`config.mk`:
```
export PLATFORM = sky130hd
export DESIGN_NAME = adder_bist_driver
export DESIGN_NICKNAME = d
export VERILOG_FILES = /design/src/rtl/adder_bist_driver.sv
export SDC_FILE = /design/constraint.sdc
export NUM_CORES = 1
export LEC_CHECK = 0
export CORE_AREA = 2 2 113 115
export DETAILED_ROUTE_END_ITERATION = 6
export DIE_AREA = 0 0 115 117
export PLACE_DENSITY_LB_ADDON = 0.12
export SLEW_MARGIN = 20
export SYNTH_ARGS = -nofsm -noshare
export SYNTH_HDL_FRONTEND = slang
export SYNTH_SLANG_ARGS = --single-unit
```
`constraint.sdc`:
```
create_clock -name clk -period 5.1 [get_ports clk]
set_clock_uncertainty 0.1 [all_clocks]
set_input_delay 0.765 -clock clk [delete_from_list [all_inputs] [get_ports clk]]
set_output_delay 0.765 -clock clk [all_outputs]
set_load 0.01 [all_outputs]
```
`src/rtl/adder_bist_driver.sv`:
```
// Self-test driver for a combinational WIDTH-bit adder: applies 4 directed vectors
// and then LFSR vectors, and checks each result against a golden a+b+cin.
module adder_bist_driver #(
    parameter int          WIDTH       = 16,
    parameter int          NUM_VECTORS = 256,
    parameter logic [31:0] SEED        = 32'h1ACE_B00C
) (
    input  logic             clk,
    input  logic             rst,
    input  logic             start,
    output logic [WIDTH-1:0] a,
    output logic [WIDTH-1:0] b,
    output logic             cin,
    input  logic [WIDTH-1:0] sum,
    input  logic             cout,
    output logic             busy,
    output logic             done,
    output logic             pass,
    output logic [15:0]      err_count,
    output logic [15:0]      first_fail_idx
);

    typedef enum logic [1:0] {IDLE = 2'd0, RUN = 2'd1, DONE = 2'd2} state_t;

    localparam logic [31:0] SEED_EFF  = (SEED == 32'h0) ? 32'h1 : SEED;
    localparam logic [31:0] LFSR_TAPS = 32'h8020_0003;
    localparam logic [15:0] PAT_A     = 16'hAAAA;
    localparam logic [15:0] PAT_B     = 16'h5555;
    localparam logic [15:0] LAST_IDX  = 16'(NUM_VECTORS - 1);

    state_t          state_q;
    logic [15:0]     idx_q;
    logic [31:0]     lfsr_q;

    logic [15:0]     vec_k;
    logic [WIDTH-1:0] a_d, b_d;
    logic            cin_d;
    logic [31:0]     lfsr_d;
    logic [WIDTH:0]  exp_res;
    logic            mismatch;
    logic [15:0]     err_d, ffi_d;

    always_comb begin
        // Index of the vector that the next edge will place on a/b/cin.
        vec_k  = (state_q == RUN) ? idx_q + 16'd1 : 16'd0;
        a_d    = '0;
        b_d    = '0;
        cin_d  = 1'b0;
        lfsr_d = lfsr_q;
        case (vec_k)
            16'd0: begin
                a_d   = '0;
                b_d   = '0;
                cin_d = 1'b0;
            end
            16'd1: begin
                a_d   = '1;
                b_d   = {{(WIDTH-1){1'b0}}, 1'b1};
                cin_d = 1'b0;
            end
            16'd2: begin
                a_d   = '1;
                b_d   = '1;
                cin_d = 1'b1;
            end
            16'd3: begin
                a_d   = PAT_A[WIDTH-1:0];
                b_d   = PAT_B[WIDTH-1:0];
                cin_d = 1'b1;
            end
            default: begin
                a_d    = lfsr_q[WIDTH-1:0];
                b_d    = lfsr_q[16 +: WIDTH];
                cin_d  = lfsr_q[31] ^ lfsr_q[0];
                lfsr_d = {1'b0, lfsr_q[31:1]} ^ (lfsr_q[0] ? LFSR_TAPS : 32'h0);
            end
        endcase

        exp_res  = {1'b0, a} + {1'b0, b} + {{WIDTH{1'b0}}, cin};
        mismatch = (exp_res[WIDTH-1:0] != sum) || (exp_res[WIDTH] != cout);
        err_d    = (mismatch && err_count != 16'hFFFF) ? err_count + 16'd1 : err_count;
        ffi_d    = (mismatch && first_fail_idx == 16'hFFFF) ? idx_q : first_fail_idx;
    end

    always_ff @(posedge clk or posedge rst) begin
        if (rst) begin
            state_q        <= IDLE;
            idx_q          <= 16'd0;
            lfsr_q         <= SEED_EFF;
            a              <= '0;
            b              <= '0;
            cin            <= 1'b0;
            busy           <= 1'b0;
            done           <= 1'b0;
            pass           <= 1'b0;
            err_count      <= 16'd0;
            first_fail_idx <= 16'hFFFF;
        end else begin
            case (state_q)
                IDLE, DONE: begin
                    if (start) begin
                        state_q        <= RUN;
                        idx_q          <= 16'd0;
                        lfsr_q         <= SEED_EFF;
                        a              <= a_d;
                        b              <= b_d;
                        cin            <= cin_d;
                        busy           <= 1'b1;
                        done           <= 1'b0;
                        pass           <= 1'b0;
                        err_count      <= 16'd0;
                        first_fail_idx <= 16'hFFFF;
                    end
                end
                RUN: begin
                    err_count      <= err_d;
                    first_fail_idx <= ffi_d;
                    if (idx_q == LAST_IDX) begin
                        state_q <= DONE;
                        a       <= '0;
                        b       <= '0;
                        cin     <= 1'b0;
                        busy    <= 1'b0;
                        done    <= 1'b1;
                        pass    <= (err_d == 16'd0);
                    end else begin
                        idx_q  <= idx_q + 16'd1;
                        lfsr_q <= lfsr_d;
                        a      <= a_d;
                        b      <= b_d;
                        cin    <= cin_d;
                    end
                end
                default: state_q <= IDLE;
            endcase
        end
    end

endmodule

```
==> key figures <==
Synth
  – Post-synth top area cell: dfrtp_1
  – Seq/Total Area, Yosys: 0.444
  – Synth cell types: 64
  – FF+latch count, synth: 118
  – Mapped Area: 6730 um2
  – Syn Nets: 754
  – Primary FF master, synth: dfrtp_1
  – Post-synth EDFFs: 0
  – Synth top area share: 0.331
  – Synthesized area per cell: 9.41 um2
  – Area contributors post-synth: dfrtp_1 (33%), dfstp_2 (11%), o21ai_0 (5.3%)
  – Syn Inst Count: 715
  – Post-synthesis async set-or-reset flop share: 1.00
  – Synthesis Warnings: 0

Routing
  – WL per Instance: 19.4 um
  – DRC: 0
  – Routed wire length: 18400 um
  – Iteration-0 DRC Markers: 521
  – Via density: 6.33
  – Post-DRT Antenna Nets: 0
  – DRT Pass-1 Iters: 5
  – Via count: 6000

Clock network
  – CTS Sinks: 118
  – CTS tree: yes
  – Max Buffers Root-to-Sink: 2
  – Hold_buf cts: 0
  – Root Driver: clkbuf_16
  – Worst-Skew Late Latency: 420 ps
  – Clock buffer count from CTS: 17
  – Postcts setup bufs: 0
  – CTS H-tree depth: 4
  – Post-cts sizing count: 0
  – CTS clk-pin slew, worst paths: 50 ps

Pwr
  – Switch share: 0.412
  – PD cells: 745 nW/um2
  – Pleak: 3.44 nW
  – Pint: 0.00364 W
  – Sequential share of power: 0.291
  – Sw Pwr: 0.00254 W
  – Pwr Total: 0.00618 W
  – Peak VDD IR: 0.444 mV
  – Combinational cell fraction of total power: 0.512
  – Power share of the clock group: 0.197

Finish
  – Fin area: 8300 um2
  – Filler cells: 1013
  – Fin nets: 824
  – P&R area growth vs syn: 23.4%
  – Ratio of cells with drive above 1 in the final layout: 0.110
  – Commonest cells after routing, fill and taps aside: dfrtp_1 (89), clkdlybuf4s50_1 (87), o21ai_0 (71)
  – Commonest non-fill, non-tap cell in the layout: dfrtp_1
  – Fin util: 0.674
  – N_diodes: 0

Floorplan
  – Rows: 41
  – IO Pins: 88
  – Core Box Area: 12300 um2
  – Die X: 115 um
  – Die Y: 117 um
  – Initial Utilization: 0.546
  – Die area: 13500 um2

STA
  – Hold Slack: 391 ps
  – Final setup TNS: 0 ps
  – Max_slew headroom: 0.340
  – Final Cycle Share: 0.864
  – Slew Viols, Final: 0
  – FMAX: 227 MHz
  – Final setup fails: 0
  – Post-route minimum period: 4410 ps
  – Least-Margin Pin Slew: 985 ps
  – Final Hold Fails: 0
  – Unrepaired setup endpoints after global routing: no

Place
  – DPL Wire Length: 13200 um
  – Placed Area: 7690 um2
  – Port buffer count: 87
  – Placer Congestion: 0.912

Critical path
  – Crit. End Element: register
  – Setup Crit Path Kind: register to register
  – WP data arrival: 4630 ps
  – Startpoint types: register
  – CP required: 5320 ps
  – Crit-path max FO: 14

GRT
  – First-pass GRT wire length: 29900 um
  – All-Layer GR Usage: 0.286
  – Largest net degree at the start of global routing: 56
  – Number of global-route vias before repair: 5652
  – Total gr overflow: 0
  – Initial antenna violation count: 0

Flow run
  – Max Cap Viol: 0

Min path
  – Hold Crit Class: register to register

Outcome
  – Outcome: finished clean
[sequential cells by signal, summed over array words and instances (netlist names)]
| register | cells |
|---|---|
| a | 16 |
| done | 1 |
| b | 16 |
| state_q | 2 |
| idx_q | 16 |
| err_count | 16 |
| first_fail_idx | 16 |
| pass | 1 |
| cin | 1 |
| busy | 1 |
| lfsr_q | 32 |
[critical path, cell delays in order, from the launching register on]
cell and delay (ps):
dfrtp_1 400, inv_1 100, fa_1 190, inv_1 50
fa_1 400, a21o_1 240, a221oi_4 440, o221ai_2 200
a41o_1 270, a21oi_2 140, xnor2_1 230, nor4_4 120
nor2_1 640, nand4_1 160, a2111o_1 440, o31ai_2 190
[metal layers]
metal,share of wire,track usage,up-vias
met3,0.058,0.0685,20
li1,-,-,2815
met2,0.46,0.421,218
met4,0.012,0.0859,0
met1,0.47,0.421,2947
met5,0,0,-
[Yosys cell counts (all sizes together), types with 19 or more instances]
| cell | instances |
|---|---|
| a21oi | 42 |
| clkbuf | 40 |
| dfrtp | 89 |
| dfstp | 29 |
| nand2 | 69 |
| nand3 | 23 |
| nor2 | 44 |
| nor3 | 19 |
| o21ai | 71 |
| o22a | 27 |
| xnor2 | 20 |
[area by class of cell]
| class | count | area, um2 | area share |
|---|---|---|---|
| Timing Repair Buffer | 98 | 953 | 0.115 |
| Clock buffer | 20 | 457 | 0.0550 |
| Tap cell | 150 | 188 | 0.0226 |
| Inverter | 11 | 43.8 | 0.00528 |
| Clock inverter | 12 | 154 | 0.0185 |
| Multi-Input combinational cell | 539 | 3510 | 0.423 |
| Sequential cell | 118 | 2990 | 0.360 |
[metrics by stage]
step                      cells  setup WS [ps]
after floorplan             715           1150
after global placement      916            905
after detailed placement    916            758
after CTS                   948            715
after global routing        948            462
final                       948            692
[power by group through the flow]
stage	Sequential [W]	Combinational [W]	Clock [W]
after floorplan	0.00173	0.00212	0
after global placement	0.00179	0.00309	0
after detailed placement	0.00180	0.00312	0
after CTS	0.00179	0.00316	0.00123
after global routing	0.00185	0.00347	0.00128
final	0.00180	0.00317	0.00122
[kinds of logic after synthesis]
kind of cell             Yosys count  share of synthesized area
multiplexers                       5                    0.00763
buffers and inverters             58                     0.0333
AND/OR/NAND/NOR                  231                      0.174
flip-flops                       118                      0.444
adder cells (fa/ha/maj)           19                     0.0376
XOR/XNOR                          37                     0.0482
AO/OA/AOI/OAI                    247                      0.255
[path summary, 6_finish.rpt]
path,cells past startpoint,end,startpoint,slack (ps)
min reg2reg,2,done,done,390
min,2,done,done,390
min in group asynchronous,2,lfsr_q[6],rst,690
max reg2reg,15,pass,a[0],690
max,15,pass,a[0],690
max in group asynchronous,3,first_fail_idx[6],rst,3260
No activity file was read; power rests on OpenSTA's default activity.
